`src/rtl/br_pkg.sv`:
```
// Shared constants for the EX-stage branch resolver: condition codes, compare-flag
// bit positions, FSM state encoding and the taken decision.
package br_pkg;

  localparam logic [2:0] COND_EQ     = 3'd0;
  localparam logic [2:0] COND_NE     = 3'd1;
  localparam logic [2:0] COND_LT     = 3'd2;
  localparam logic [2:0] COND_GT     = 3'd3;
  localparam logic [2:0] COND_EZ     = 3'd4;
  localparam logic [2:0] COND_ALWAYS = 3'd5;
  localparam logic [2:0] COND_LE     = 3'd6;
  localparam logic [2:0] COND_GE     = 3'd7;

  localparam int CMP_EQ = 4;
  localparam int CMP_NE = 3;
  localparam int CMP_LT = 2;
  localparam int CMP_GT = 1;
  localparam int CMP_Z  = 0;

  typedef enum logic [1:0] {
    IDLE     = 2'd0,
    REDIRECT = 2'd1,
    FLUSH    = 2'd2
  } br_state_e;

  function automatic logic cond_taken(input logic [2:0] cond, input logic [4:0] cmp);
    logic t;
    t = 1'b0;
    case (cond)
      COND_EQ:     t = cmp[CMP_EQ];
      COND_NE:     t = cmp[CMP_NE];
      COND_LT:     t = cmp[CMP_LT];
      COND_GT:     t = cmp[CMP_GT];
      COND_EZ:     t = cmp[CMP_Z];
      COND_ALWAYS: t = 1'b1;
      COND_LE:     t = cmp[CMP_LT] | cmp[CMP_EQ];
      COND_GE:     t = cmp[CMP_GT] | cmp[CMP_EQ];
      default:     t = 1'b0;
    endcase
    return t;
  endfunction

endpackage

```
`src/rtl/sat_counter.sv`:
```
// Saturating up-counter with synchronous clear; clear wins over a same-cycle increment.
module sat_counter #(
  parameter int CNT_W = 16
) (
  input  logic             clk,
  input  logic             rst,
  input  logic             inc,
  input  logic             clr,
  output logic [CNT_W-1:0] count
);

  always_ff @(posedge clk or posedge rst) begin
    if (rst) begin
      count <= '0;
    end else if (clr) begin
      count <= '0;
    end else if (inc && (count != {CNT_W{1'b1}})) begin
      count <= count + {{(CNT_W-1){1'b0}}, 1'b1};
    end
  end

endmodule

```
`src/rtl/branch_resolve.sv`:
```
// Resolves the EX-stage branch, issues a PC redirect to fetch with valid/ready and
// holds flush for a fixed window afterwards; keeps saturating debug counters.
//
// state    | meaning
// IDLE     | ready for a branch; no flush
// REDIRECT | target presented to fetch, waiting for redirect_ready
// FLUSH    | redirect accepted; fcnt counts down the remaining flush cycles
module branch_resolve
  import br_pkg::*;
#(
  parameter int DATA_W       = 32,
  parameter int PC_INC       = 4,
  parameter int OFF_SHIFT    = 2,
  parameter int FLUSH_CYCLES = 2,
  parameter int CNT_W        = 16
) (
  input  logic              clk,
  input  logic              rst,
  input  logic              br_valid,
  output logic              br_ready,
  input  logic [2:0]        br_cond,
  input  logic [4:0]        compare_in,
  input  logic [DATA_W-1:0] br_pc,
  input  logic [DATA_W-1:0] br_offset,
  output logic              redirect_valid,
  input  logic              redirect_ready,
  output logic [DATA_W-1:0] redirect_pc,
  output logic              flush,
  input  logic              cnt_clr,
  output logic [CNT_W-1:0]  branch_cnt,
  output logic [CNT_W-1:0]  taken_cnt
);

  localparam int FCNT_W = (FLUSH_CYCLES < 2) ? 1 : $clog2(FLUSH_CYCLES + 1);

  br_state_e         state, state_nxt;
  logic [FCNT_W-1:0] fcnt, fcnt_nxt;
  logic              accept;
  logic              taken;
  logic [DATA_W-1:0] target;

  assign br_ready = (state == IDLE);
  assign accept   = br_valid & br_ready;
  assign taken    = cond_taken(br_cond, compare_in);
  // Modulo-2^DATA_W add; wrap-around is intentional and silent.
  assign target   = br_pc + DATA_W'(PC_INC) + (br_offset << OFF_SHIFT);

  assign redirect_valid = (state == REDIRECT);
  assign flush          = (state != IDLE);

  always_ff @(posedge clk or posedge rst) begin
    if (rst) begin
      state       <= IDLE;
      fcnt        <= '0;
      redirect_pc <= '0;
    end else begin
      state <= state_nxt;
      fcnt  <= fcnt_nxt;
      if (accept && taken) begin
        redirect_pc <= target;
      end
    end
  end

  always_comb begin
    state_nxt = state;
    fcnt_nxt  = fcnt;
    case (state)
      IDLE: begin
        if (accept && taken) begin
          state_nxt = REDIRECT;
        end
      end
      REDIRECT: begin
        if (redirect_ready) begin
          if (FLUSH_CYCLES == 0) begin
            state_nxt = IDLE;
          end else begin
            state_nxt = FLUSH;
            fcnt_nxt  = FCNT_W'(FLUSH_CYCLES);
          end
        end
      end
      FLUSH: begin
        // Terminal count is 1: the flush window ends on the cycle fcnt reads 1.
        if (fcnt == FCNT_W'(1)) begin
          state_nxt = IDLE;
          fcnt_nxt  = '0;
        end else begin
          fcnt_nxt = fcnt - FCNT_W'(1);
        end
      end
      default: begin
        state_nxt = IDLE;
        fcnt_nxt  = '0;
      end
    endcase
  end

  sat_counter #(.CNT_W(CNT_W)) u_branch_cnt (
    .clk   (clk),
    .rst   (rst),
    .inc   (accept),
    .clr   (cnt_clr),
    .count (branch_cnt)
  );

  sat_counter #(.CNT_W(CNT_W)) u_taken_cnt (
    .clk   (clk),
    .rst   (rst),
    .inc   (accept & taken),
    .clr   (cnt_clr),
    .count (taken_cnt)
  );

endmodule

```
`config.mk`:
```
export PLATFORM = sky130hd
export DESIGN_NAME = branch_resolve
export DESIGN_NICKNAME = d
export VERILOG_FILES = /design/src/rtl/br_pkg.sv /design/src/rtl/sat_counter.sv /design/src/rtl/branch_resolve.sv
export SDC_FILE = /design/constraint.sdc
export NUM_CORES = 1
export LEC_CHECK = 0
export ABC_AREA = 1
export CORE_ASPECT_RATIO = 1.4
export CORE_MARGIN = 2
export CORE_UTILIZATION = 56
export DETAILED_ROUTE_END_ITERATION = 8
export GPL_TIMING_DRIVEN = 0
export PLACE_DENSITY = 0.88
export SLEW_MARGIN = 20
export SYNTH_ARGS = -nofsm -noshare
export SYNTH_HDL_FRONTEND = slang
export SYNTH_HIERARCHICAL = 1
export SYNTH_SLANG_ARGS = --single-unit
```
`constraint.sdc`:
```
create_clock -name clk -period 3.64 [get_ports clk]
set_input_delay 1.092 -clock clk [delete_from_list [all_inputs] [get_ports clk]]
set_output_delay 1.092 -clock clk [all_outputs]
set_load 0.05 [all_outputs]
```
* Yosys cells after proc, flatten, opt, wreduce, memory -nomap -nowiden
Index checks and enable logic that the tools add are counted.
** Operators by class
- Shift operators :: 0
- Divide/modulo/power cells :: 0
- Equal/unequal tests :: 15
- Multiplexer cells :: 11
- Reductions and logical operators :: 10
- $mul :: 0
- Bitwise logic cells :: 5
- Add/sub/neg operators :: 5
- $lt $le $gt $ge :: 0
** Operators with widths (number)
- 16-bit 2-to-1 mux :: 4
- 16-bit by 1-bit adder with 16-bit output (second input constant) :: 2
- 32-bit by 3-bit adder with 32-bit output (second input constant) :: 1
- 32-bit adder :: 1
- 16-bit inequality test (second input constant) :: 2
- 3-bit == test (second input constant) :: 4
- 2-bit one-hot mux with 3 select lines :: 2
- 2-bit 2-to-1 mux :: 4
- 1-bit one-hot mux with 8 select lines :: 1
- 3-bit by 2-bit == test with 1-bit output (second input constant) :: 2
- 2-bit nonzero test :: 3
- 2-bit by 1-bit == test with 1-bit output (second input constant) :: 2
- 2-bit by 1-bit inequality test with 1-bit output (second input constant) :: 2
- 3-bit by 1-bit == test with 1-bit output (second input constant) :: 1
- 1-bit logical AND :: 3
- 3-bit zero test :: 1
- 3-bit AND reduction :: 1
- 1-bit bitwise AND :: 2
- 2-bit == test (second input constant) :: 1
- 2-bit zero test :: 1
- 2-bit inequality test (second input constant) :: 1
- 1-bit OR :: 2
- 2-bit AND reduction :: 1
- 2-bit by 1-bit subtractor with 2-bit output (second input constant) :: 1
- 1-bit NOT :: 1
** Word-level totals
- Output and inout port bits :: 67
- Latch bits :: 0
- Bits of input ports :: 77
- Logic and storage cells :: 51
- Memories :: 0
- Flip-flop bits (word level) :: 68
- Memory bits (writable) :: 0
- Bits in read-only memories :: 0

* Longest topological paths before layout
Gate-level depths: netlist (run 1).
- Depth in word-level cells :: 6
- Gate-level depth with buffers :: 15
- Mapped depth without buffers :: 14

* By module
The synthesis (run 1) kept the hierarchy.
** Modules (own cells, without submodules)
- branch_resolve :: times used 1, cells each 644, area each 4058.9 um^2, seq. area each 900.9 um^2
- sat_counter :: times used 2, cells each 159, area each 1083.5 um^2, seq. area each 400.4 um^2

* Worst setup path before layout (run 1)
Ideal clock, no wire load.
- Kind :: input to register
- Start point :: input port br_pc[3]
- End point :: register redirect_pc[15]
- Required time :: 3.522 ns
- Buffers on the path :: 0
- Stages :: 10
- Slack :: 0.799 ns
- Library setup time :: 0.118 ns
- Arrival :: 2.723 ns
- Path through :: ha_1 ha_1 fa_1 nand3_1 nand3_2 nand3_1 nand3_1 or2_1 nand3_1 nand2_1
** On the way
- Word-level cells in the longest chain between the ends :: 2
** RTL lines
- start, declared :: RTL line branch_resolve.sv:23 : input logic [DATA_W-1:0] br_pc,
- 32-bit by 3-bit adder with 32-bit output :: RTL line branch_resolve.sv:46 : assign target = br_pc + DATA_W'(PC_INC) + (br_offset << OFF_SHIFT);
- 32-bit adder :: RTL line branch_resolve.sv:46
- end signal, assigned :: RTL line branch_resolve.sv:60 : redirect_pc <= target;
- end, declared :: RTL line branch_resolve.sv:27 : output logic [DATA_W-1:0] redirect_pc,
Every way passes these cells.
A chain may end at the register's enable or synchronous reset.

* Final worst setup path (run 1)
- Start point :: input port br_offset[1]
- End point :: register redirect_pc[19]
** On the way
- Word-level cells in the longest chain between the ends :: 1
** RTL lines
- start, declared :: RTL line branch_resolve.sv:24 : input logic [DATA_W-1:0] br_offset,
- 32-bit adder :: RTL line branch_resolve.sv:46
Every way passes these cells.

==> results.yml, run 1 <==
run_status:
  status: "complete, no violations"
grt:
  grt_pass1_vias: 6247
  grt_max_degree: 37
  grt_pass1_wl_um: 27900
  grt_overflow_total: 0
  antenna_found_initial: 0
  track_usage_pct: 29.0
yosys:
  yosys.area.top_type: "dfrtp_1"
  synth-simple-area-share_pct: 42.7
  synthAdderAreaFrac_pct: 13.0
  muxShareOfSynthArea_pct: 0
  synth-seq-area-share_pct: 27.3
  avgSynthCellArea_um2: 6.47
  synthDominantCellAreaShare_pct: 27.3
  synth_area_leaders: "dfrtp_1 (27%), nand2_1 (24%), ha_1 (13%)"
  ys_warn_count: 6
  synth-xor-area-share_pct: 2.95
  syn-cell-area_um2: 6230
  synth.distinct_cells: 34
  synth_cells: 962
  synth_top_family_by_area: "simple AND/OR/NAND/NOR gates"
  synth_nets: 1103
  synth_seq_cells: 68
  synth_compound_area_share_pct: 4.04
cells_and_area:
  mostFrequentLayoutCell: "nand2_1"
  layout_common_cells: "nand2_1 (391), clkdlybuf4s50_1 (141), inv_1 (135)"
  final_area_um2: 8080
  num_antenna_cells: 0
  nets: 1255
  layout-drive-gt1-share_pct: 5.90
  syn2layout_area_growth_pct: 29.8
place:
  portBuffers: 141
  placed_area_um2: 7810
  dp_hpwl_um: 13600
  gp_congestion: 0.983
critical_path:
  critical_path_class: "in -> reg"
  worstPathArrival_ps: 3530
  cp_slowest_cell: "fa_1"
  start_kind: "input port"
  rrSetupSlack_ps: 1270
  crit_chain: "clkdlybuf4s50_1, ha_1, ha_1, fa_1, nand3_1, nand3_2, nand2_1, nand2_1, nand2_1, nand2_1, xnor2_1, o21ai_1"
  end_kind: "register"
  cp_max_fo: 5
  cpPeakStageDelay_ps: 490
  required_ps: 3850
  crit_path_frequent_cell: "nand2_1"
timing:
  fin_crit_ps: 3320
  slew_headroom_pct: 50.7
  skew_ps: 7.09
  setup_viol: 0
  max_slew.worst_pin.slew_ps: 738
  max_freq_mhz: 301
  drv_slew: 0
  post-route-period-util_pct: 91.2
  rsz0062_at_grt: "no"
  fin_setup_tns_ps: 0
  hold_viol: 0
cts:
  clk_pin_slew_ps: 50
  clockBufferDepth: 2
  tritoncts: "built"
  cts-root-buf: "clkbuf_16"
  cts_resized: 0
  clk_latency_ps: 330
  post_cts_buffers: 0
  htreeDepth: 3
  cts_sinks: 68
  cts_buffers: 9
  postCtsHoldBufs: 0
routing:
  drt_wl_total_um: 16800
  wire_per_inst_um: 13.3
  ant_nets: 0
  first_iter_violations: 353
  vias_per_cell: 5.30
  via_count: 6678
  dr.pass1.iters: 5
  drc: 0
floorplanning:
  rows: 45
  initial_core_util_pct: 57.3
  die_area_um2: 12000
  die_x_um: 93.1
  core_um2: 10900
  ios: 144
  die_h_um: 129
power_and_ir_drop:
  p_leak_nw: 4.34
  power.density_nw_per_um2: 502
  irDropWorstVdd_mv: 0.231
worst_hold_path:
  hold_class: "reg -> reg"
flow_run:
  maxCapViolCount: 0
[cell families (layout without fill, tap and decap cells)]
family	after synthesis	in the layout
adders and majority gates	64	64
AOI/OAI and AO/OA	48	48
and+or+nand+nor	603	603
buffers and inverters	158	314
DFF	68	68
xor gates and xnor gates	21	21
[power by group]
group / switching (mW) / internal, mW / leakage, nW
logic: 1.47 / 0.736 / 3.31
registers: 0.110 / 0.953 / 0.895
clock network: 0.302 / 0.492 / 0.135
[sequential cells by signal, indices dropped and copies added (netlist names)]
name / count
u_branch_cnt/count: 16
u_taken_cnt/count: 16
redirect_pc: 32
state: 2
fcnt: 2
[synth_stat cells (all sizes together)]
cell      n
a21o      1
a21oi    23
and2      2
buf      12
clkinv    5
dfrtp    68
fa        1
ha       63
inv     141
nand2   402
nand3    71
nand3b    6
nand4    34
nor2     83
nor3      4
o21a      1
o21ai    20
o21bai    1
o22ai     1
o31ai     1
or2       1
xnor2    16
xor2      5
[final timing paths]
| kind | to | depth (start not counted) | start |
|---|---|---|---|
| max | redirect_pc[19] | 12 | br_offset[1] |
| max in group asynchronous | redirect_pc[2] | 2 | rst |
| max reg2reg | u_taken_cnt/count[12] | 12 | state[0] |
| min in group asynchronous | u_taken_cnt/count[15] | 2 | rst |
| min reg2reg | redirect_pc[31] | 2 | redirect_pc[31] |
| min | redirect_pc[31] | 2 | redirect_pc[31] |
[stage by stage]
step	std cells	util [%]	hold WS (ps)	power [mW]	setup slack [ps]
6_report	1259	74.4	478	4.06	319
4_1_cts	1259	74.4	478	4.07	367
3_3_place_gp	1244	71.9	463	3.23	53.2
3_5_place_dp	1244	71.9	464	3.27	37.7
2_1_floorplan	962	-	487	2.53	799
5_1_grt	1259	74.4	503	4.28	231
[cell type report]
class | count | area [µm²]
Buffer | 12 | 75.1
Clock inverter | 2 | 10.0
Clock buffer | 13 | 260
Timing Repair Buffer | 141 | 1410
Fill cell | 905 | 2780
Sequential cell | 68 | 1700
Tap cell | 141 | 176
Multi-Input combinational cell | 736 | 3900
Inverter | 146 | 548
[worst max-delay path: cells and delay by family]
family	cells	cell delay (ps)
AOI/OAI and AO/OA	1	80
and+or+nand+nor	6	700
buffers and inverters	1	470
xor gates and xnor gates	1	200
adders and majority gates	3	980
[per-layer routing]
| layer | GRT usage (%) | vias up | share of wire [%] |
|---|---|---|---|
| met3 | 3.92 | 52 | 5.1 |
| li1 | - | 3323 | - |
| met4 | 13.7 | 0 | 3.9 |
| met1 | 32.1 | 3046 | 38 |
| met2 | 54.3 | 257 | 53 |
| met5 | 0 | - | 0 |
Power figures use the tool's default switching activity.
==> inputs of run 2 (changes only) <==
- CAP_MARGIN: unset -> 40
==> results of run 2 <==
No change in the layout: final DEF, timing and power equal those of run 1.
